**config.mk**
```make
export PLATFORM = sky130hd
export DESIGN_NAME = shift_arbiter
export DESIGN_NICKNAME = d
export VERILOG_FILES = /design/src/rtl/shift_pkg.sv /design/src/rtl/shift_core.sv /design/src/rtl/shift_arbiter.sv
export SDC_FILE = /design/constraint.sdc
export NUM_CORES = 1
export LEC_CHECK = 0
export ABC_AREA = 1
export BUFFER_PORTS_ARGS = -buffer_cell sky130_fd_sc_hd__buf_2
export CORE_MARGIN = 2
export CORE_UTILIZATION = 43
export DETAILED_ROUTE_END_ITERATION = 6
export GPL_ROUTABILITY_DRIVEN = 0
export MAX_ROUTING_LAYER = met4
export PLACE_DENSITY = 0.71
export SYNTH_ARGS = -nofsm -noshare
export SYNTH_HDL_FRONTEND = slang
export SYNTH_HIERARCHICAL = 1
export SYNTH_SLANG_ARGS = --single-unit
```
**constraint.sdc**
```tcl
create_clock -name clk -period 4.24 [get_ports clk]
set_input_delay 0.424 -clock clk [delete_from_list [all_inputs] [get_ports clk]]
set_output_delay 0.424 -clock clk [all_outputs]
set_load 0.1 [all_outputs]
```
**src/rtl/shift_pkg.sv**
```systemverilog
// shift_pkg: shared constants, direction enum and round-robin grant helper for the shift arbiter
package shift_pkg;
  localparam int MANT_W  = 54;
  localparam int SHAMT_W = 6;
  typedef enum logic {
    SH_LEFT  = 1'b0,
    SH_RIGHT = 1'b1
  } shift_dir_t;
  localparam logic REQ_ALIGN = 1'b0;
  localparam logic REQ_NORM  = 1'b1;
  // Returns {grant1, grant0}; on a tie the requester that is not the pointer wins.
  function automatic logic [1:0] rr_grant(input logic v0, input logic v1, input logic ptr);
    return {v1 & (~v0 | (ptr == REQ_ALIGN)), v0 & (~v1 | (ptr == REQ_NORM))};
  endfunction
endpackage

```
**src/rtl/shift_core.sv**
```systemverilog
// shift_core: the one shared logical shifter; left shifts reuse the right shifter via bit reversal
module shift_core
  import shift_pkg::*;
#(
  parameter int WIDTH = MANT_W,
  parameter int SHW   = SHAMT_W
) (
  input  logic [WIDTH-1:0] i_data,
  input  logic [SHW-1:0]   i_amt,
  input  shift_dir_t       i_dir,
  output logic [WIDTH-1:0] o_result,
  output logic             o_flag
);
  localparam logic [WIDTH-1:0] ONES = '1;
  function automatic logic [WIDTH-1:0] rev(input logic [WIDTH-1:0] v);
    logic [WIDTH-1:0] r;
    r = '0;
    for (int k = 0; k < WIDTH; k++) r[k] = v[WIDTH-1-k];
    return r;
  endfunction
  logic [WIDTH-1:0] w_in;
  logic [WIDTH-1:0] w_sh;
  logic [WIDTH-1:0] w_lost;
  // Amounts at or beyond WIDTH shift everything out, so result and flag fall out naturally.
  always_comb begin
    w_in     = (i_dir == SH_RIGHT) ? i_data : rev(i_data);
    w_sh     = w_in >> i_amt;
    w_lost   = w_in & ~(ONES << i_amt);
    o_result = (i_dir == SH_RIGHT) ? w_sh : rev(w_sh);
    o_flag   = |w_lost;
  end
endmodule

```
**src/rtl/shift_arbiter.sv**
```systemverilog
// shift_arbiter: round-robin sharing of one barrel shifter between alignment and normaliser requesters
module shift_arbiter
  import shift_pkg::*;
#(
  parameter int WIDTH = MANT_W,
  parameter int SHW   = SHAMT_W
) (
  input  logic             clk,
  input  logic             rst,
  input  logic             req0_valid,
  output logic             req0_ready,
  input  logic [WIDTH-1:0] req0_data,
  input  logic [SHW-1:0]   req0_amt,
  input  logic             req0_dir,
  input  logic             req1_valid,
  output logic             req1_ready,
  input  logic [WIDTH-1:0] req1_data,
  input  logic [SHW-1:0]   req1_amt,
  input  logic             req1_dir,
  output logic             rsp_valid,
  input  logic             rsp_ready,
  output logic [WIDTH-1:0] rsp_data,
  output logic             rsp_flag,
  output logic             rsp_id,
  output logic             busy
);
  logic             r_ptr;
  logic             r_valid;
  logic [WIDTH-1:0] r_data;
  logic             r_flag;
  logic             r_id;
  logic [1:0]       w_grant;
  logic             w_free;
  logic             w_xfer;
  logic             w_sel;
  logic [WIDTH-1:0] w_data;
  logic [SHW-1:0]   w_amt;
  logic             w_dir;
  logic [WIDTH-1:0] w_result;
  logic             w_flag;
  assign w_free     = ~r_valid | rsp_ready;
  assign w_grant    = rr_grant(req0_valid, req1_valid, r_ptr);
  assign req0_ready = w_grant[0] & w_free & ~rst;
  assign req1_ready = w_grant[1] & w_free & ~rst;
  assign w_xfer     = req0_ready | req1_ready;
  assign w_sel      = w_grant[1] ? REQ_NORM : REQ_ALIGN;
  assign w_data     = w_sel ? req1_data : req0_data;
  assign w_amt      = w_sel ? req1_amt : req0_amt;
  assign w_dir      = w_sel ? req1_dir : req0_dir;
  shift_core #(.WIDTH(WIDTH), .SHW(SHW)) u_core (
    .i_data  (w_data),
    .i_amt   (w_amt),
    .i_dir   (shift_dir_t'(w_dir)),
    .o_result(w_result),
    .o_flag  (w_flag)
  );
  // Pointer records the last requester served; it moves only on an actual transfer.
  always_ff @(posedge clk or posedge rst) begin
    if (rst) r_ptr <= REQ_NORM;
    else if (w_xfer) r_ptr <= w_sel;
  end
  // Response register: load on transfer, otherwise empty it once consumed, keeping payload.
  always_ff @(posedge clk or posedge rst) begin
    if (rst) begin
      r_valid <= 1'b0;
      r_data  <= '0;
      r_flag  <= 1'b0;
      r_id    <= REQ_ALIGN;
    end else if (w_xfer) begin
      r_valid <= 1'b1;
      r_data  <= w_result;
      r_flag  <= w_flag;
      r_id    <= w_sel;
    end else if (rsp_ready) begin
      r_valid <= 1'b0;
    end
  end
  assign rsp_valid = r_valid;
  assign rsp_data  = r_data;
  assign rsp_flag  = r_flag;
  assign rsp_id    = r_id;
  assign busy      = r_valid & ~rsp_ready;
endmodule

```
**Yosys cells after proc, flatten, opt, wreduce, memory -nomap -nowiden**

Index checks and enable logic that the tools add are counted.

- Flip-flop bits (word level): 58
- Input port bits: 127
- Output and inout port bits: 60
- Word-level logic and storage cells: 36

- Shift operators: 2
- Mux-type cells: 8
- Bitwise gates (word level): 19
- Reduce and logical (&&, ||, !) cells: 2

Operator list:

| kind | count |
|---|---|
| 2-to-1 mux 54 bit | 3 |
| AND 54 bit | 1 |
| inverter 54 bit | 1 |
| OR reduction 54 bit | 1 |
| left shift 54 x 6 -> 54 bit (first input constant) | 1 |
| >> shifter 54 x 6 -> 54 bit | 1 |
| AND 1 bit | 7 |
| 2-to-1 mux 6 bit | 1 |
| inverter 1 bit | 6 |
| 2-to-1 mux 1 bit | 4 |
| OR 1 bit | 4 |
| nonzero test 2 bit | 1 |

**Logic depth before layout (Yosys ltp)**

- Depth in word-level cells: 9
- Depth in mapped cells: 25
- Depth with buffers taken out: 24

**Modules after synthesis**

Netlist, hierarchy kept.

By module, submodules not included:

| module | times used | cells an instance | area an instance (sq um) |
|---|---|---|---|
| shift_core | 1 | 1168 | 5273.8 |
| shift_arbiter | 1 | 457 | 3088.0 |

**Worst setup path before layout**

OpenSTA, ideal clock, no wires.

- Path type: input to output
- From: input rst
- To: output req0_ready
- Data arrival time: 3.306 ns
- Required time: 3.816 ns
- Setup slack: 0.510 ns
- Cell stages on the path: 3
- Buffers on the path: 0
- Path through: inv_1 > nand2_1 > nor2_1

- Longest elaborated chain between the ends: 2

Ends and longest elaborated chain:

| what | RTL line | RTL |
|---|---|---|
| start, declared | shift_arbiter.sv:9 | `input logic rst,` |
| inverter 1 bit | shift_arbiter.sv:43 | `assign req0_ready = w_grant[0] & w_free & ~rst;` |
| AND 1 bit | shift_arbiter.sv:43 |  |
| end, declared | shift_arbiter.sv:11 | `output logic req0_ready,` |

Every way passes these cells.

**Worst setup path in the final report**

- From: register r_ptr
- To: register r_flag (netlist: rsp_flag)

- Longest elaborated chain between the ends: 9

Ends and longest elaborated chain:

| what | RTL line | RTL |
|---|---|---|
| start, declared | shift_arbiter.sv:27 | `logic r_ptr;` |
| start signal, assigned | shift_arbiter.sv:60 | `else if (w_xfer) r_ptr <= w_sel;` |
| inverter 1 bit | shift_pkg.sv:13 | `return {v1 & (~v0 \| (ptr == REQ_ALIGN)), v0 & (~v1 \| (ptr == REQ_NORM))};` |
| OR 1 bit | shift_pkg.sv:13 |  |
| AND 1 bit | shift_pkg.sv:13 |  |
| 2-to-1 mux 1 bit | shift_arbiter.sv:46 | `assign w_sel = w_grant[1] ? REQ_NORM : REQ_ALIGN;` |
| 2-to-1 mux 6 bit | shift_arbiter.sv:48 | `assign w_amt = w_sel ? req1_amt : req0_amt;` |
| net w_amt[1] | shift_arbiter.sv:37 | `logic [SHW-1:0] w_amt;` |
| left shift 54 x 6 -> 54 bit | shift_core.sv:28 | `w_lost = w_in & ~(ONES << i_amt);` |
| inverter 54 bit | shift_core.sv:28 |  |
| AND 54 bit | shift_core.sv:28 |  |
| OR reduction 54 bit | shift_core.sv:30 | `o_flag = \|w_lost;` |
| net w_flag | shift_arbiter.sv:40 | `logic w_flag;` |
| end signal, assigned | shift_arbiter.sv:72 | `r_flag <= w_flag;` |
| end, declared | shift_arbiter.sv:30 | `logic r_flag;` |

The timed path passes the listed nets, and every way through them passes these cells.
A chain may end at the register's enable or synchronous reset.

==> flow_summary_export.csv <==
group,metric,value,unit
outcome,status,"complete, but fails checks",
outcome,violations,"DRC",
yosys,synth_area,8360,sq um
layout,fin_nets,1863,
timing,finalSetupTns,0,ns
timing,grt_setup_unrepaired,"no",
routing,drtIter0Drc,1910,
die,coreArea,19300,sq um
yosys,synth_cells,1625,
clocking,cts_htree_levels,3,
setup_path,end_kind,"flip-flop",
setup_path,crit_start,"r_ptr",
global_route,grt_usage,32.1,%
global_route,grt_pass1_wl,51.6,mm
routing,avgViaCountPerCell,5.86,
setup_path,worst-r2r-cell-count,16,
global_route,overflow,0,
timing,post-route-min-period,3.74,ns
power,p_leak,5.57,nW
timing,finalCritPeriodShare,88.2,%
layout,antenna_cells,0,
die,die_w,143,um
timing,hold_ws,0.331,ns
die,num_rows,51,
setup_path,worst-r2r-setup-slack,0.50,ns
clocking,cts_tree,"yes",
timing,hold_viol_final,0,
setup_path,arrival,3.95,ns
clocking,cts_buffers,9,
die,die-area,20600,sq um
yosys,ys.flop_type,"dfrtp_1",
placement,hpwl,24.8,mm
clocking,cts_sinks,58,
power,power_density,575,nW/um^2
layout,drive_gt1_share,14.8,%
layout,synthToLayoutAreaGrowth,14.3,%
clocking,worstSkewPairLatency,0.32,ns
die,start_util,43.4,%
clocking,clock_path_buffers,2,
timing,maxSlewViolCount,0,
placement,portBuffers,186,
yosys,yosys_register_bits,58,
setup_path,regToRegEndpoint,"rsp_flag",
yosys,async_reset_ff_share,100,%
clocking,postCtsHoldBufs,0,
timing,finClkSkew,0.00542,ns
yosys,ys_seq_area_share,17.4,%
die,io_pins,187,
setup_path,cp-start-kind,"flip-flop",
routing,finalWirelength,32.5,mm
yosys,yosysWarnings,6,
global_route,grt_antenna_before_repair,0,
flow_run,cap_violations,0,
clocking,cts-root-buf,"clkbuf_16",
routing,post-route-drc-count,32,
timing,tightest_slew,1.00,ns
yosys,synth_edf_count,0,
setup_path,crit_required,4.45,ns
die,die_y,143,um
timing,setup_violations,0,
global_route,grt_pass1_vias,10369,
routing,ant_nets,0,
yosys,synth_fp_nets,1752,
setup_path,timing.rr.start,"r_ptr",
global_route,grt_max_degree,64,
routing,drt-wirelength-per-cell,16.2,um
timing,slew_headroom,33.2,%
routing,drtPass1Iterations,7,
setup_path,worstSetupEndpoint,"rsp_flag",
clocking,ctsResizeCount,0,
yosys,synth_area_per_cell,5.15,sq um
setup_path,crit_type,"flip-flop to flip-flop",
setup_path,cp_max_fo,50,
yosys,ys_types,39,
clocking,postCtsSetupBuffers,0,
power,vdd_drop_max,0.292,mV
layout,fillCellCount,2113,
clocking,clk_transition_reported_paths,0.05,ns
timing,max_freq,267,MHz
routing,vias,11764,
worst_hold_path,hold_path.class,"primary input to asynchronous set/reset pin",
==> synthesized netlist by cell type, drive strengths merged (2+ instances only) <==
cell	n	share of area, %
nand2	795	36
nand3	475	29
buf	79	5.4
o21ai	58	3.7
dfrtp	57	17
inv	48	2.2
nor2	35	1.9
clkbuf	32	1.4
a21oi	12	0.85
nand4	8	0.60
and2	4	0.33
a21boi	3	0.27
a31oi	3	0.22
a22oi	2	0.18
nand3b	2	0.18
nor3	2	0.12
==> layer usage <==
metal | track usage [%] | wire [um]
met4 | 16.6 | 2050
met3 | 7.10 | 3880
met5 | - | 0
met1 | 40.9 | 12900
met2 | 47.5 | 13700
==> power by group <==
part / leakage, nW / internal (mW) / switching, mW
Combinational: 4.65 / 0.835 / 3.11
Clock: 0.149 / 0.468 / 0.251
Sequential: 0.763 / 0.734 / 0.105
==> placed cells by master, fill, tap and decap left out, drive strengths merged, types with 2 or more instances in the layout <==
master	Yosys	final
nand2	795	795
nand3	475	475
buf	79	211
o21ai	58	58
dfrtp	57	57
inv	48	48
nor2	35	35
a21oi	12	12
clkbuf	32	11
nand4	8	8
clkinv	0	4
and2	4	4
a21boi	3	3
a31oi	3	3
nor3	2	2
a22oi	2	2
nand3b	2	2
==> worst max-delay path, cell delays in order, from the launching register on <==
cell	delay [ns]
dfstp_2	0.53
nand2_1	0.07
nand2_4	0.06
inv_2	0.24
nand2_1	0.14
nand2_1	0.13
inv_2	0.67
o21ai_0	0.45
or2_2	0.43
o21ai_0	0.16
nand2_1	0.07
nor2_1	0.09
nand2_1	0.11
nor3_1	0.18
nand3_1	0.11
nand2_1	0.10
nand2_1	0.06
==> worst min-delay path by stage <==
stage	endpoint	slack [ns]
after floorplan	r_ptr	0.50
after detailed placement	rsp_id	0.46
after CTS	rsp_flag	0.37
final	rsp_valid	0.33
after global routing	rsp_valid	0.40
after global placement	rsp_id	0.45
==> final cells by class <==
type	instances	area [sq um]	area share, %
clock buffer	11	243	2.54
timing repair buffer	211	1130	11.8
clock inverter	5	53.8	0.563
sequential	58	1450	15.2
inverter	48	180	1.89
tap	265	332	3.47
multi-input combinational	1408	6160	64.5
==> registers in the layout (all words and copies together), names as in the netlist <==
| signal | cells |
|---|---|
| r_ptr | 1 |
| rsp_data | 54 |
| rsp_flag | 1 |
| rsp_id | 1 |
| rsp_valid | 1 |
==> metrics by stage <==
step                instance area [sq um]  setup slack (ns)  total power [mW]  cells  util (%)
floorplan                            8360             0.510              3.88   1625         -
global placement                     9260             0.528              4.66   1990      48.1
detailed placement                   9260             0.570              4.68   1990      48.1
CTS                                  9560             0.618              5.42   2006      49.6
global route                         9560             0.281              5.83   2006      49.6
finish                               9560             0.498              5.50   2006      49.6
==> cell families (layout without fill, tap and decap cells) <==
kind of cell,count (synthesis),count (layout),synth area share (%)
AO/OA/AOI/OAI,85,85,5.91
buffers and inverters,159,275,8.99
flip-flops,58,58,17.4
AND/OR/NAND/NOR,1323,1323,67.7
Power figures use the tool's default switching activity.
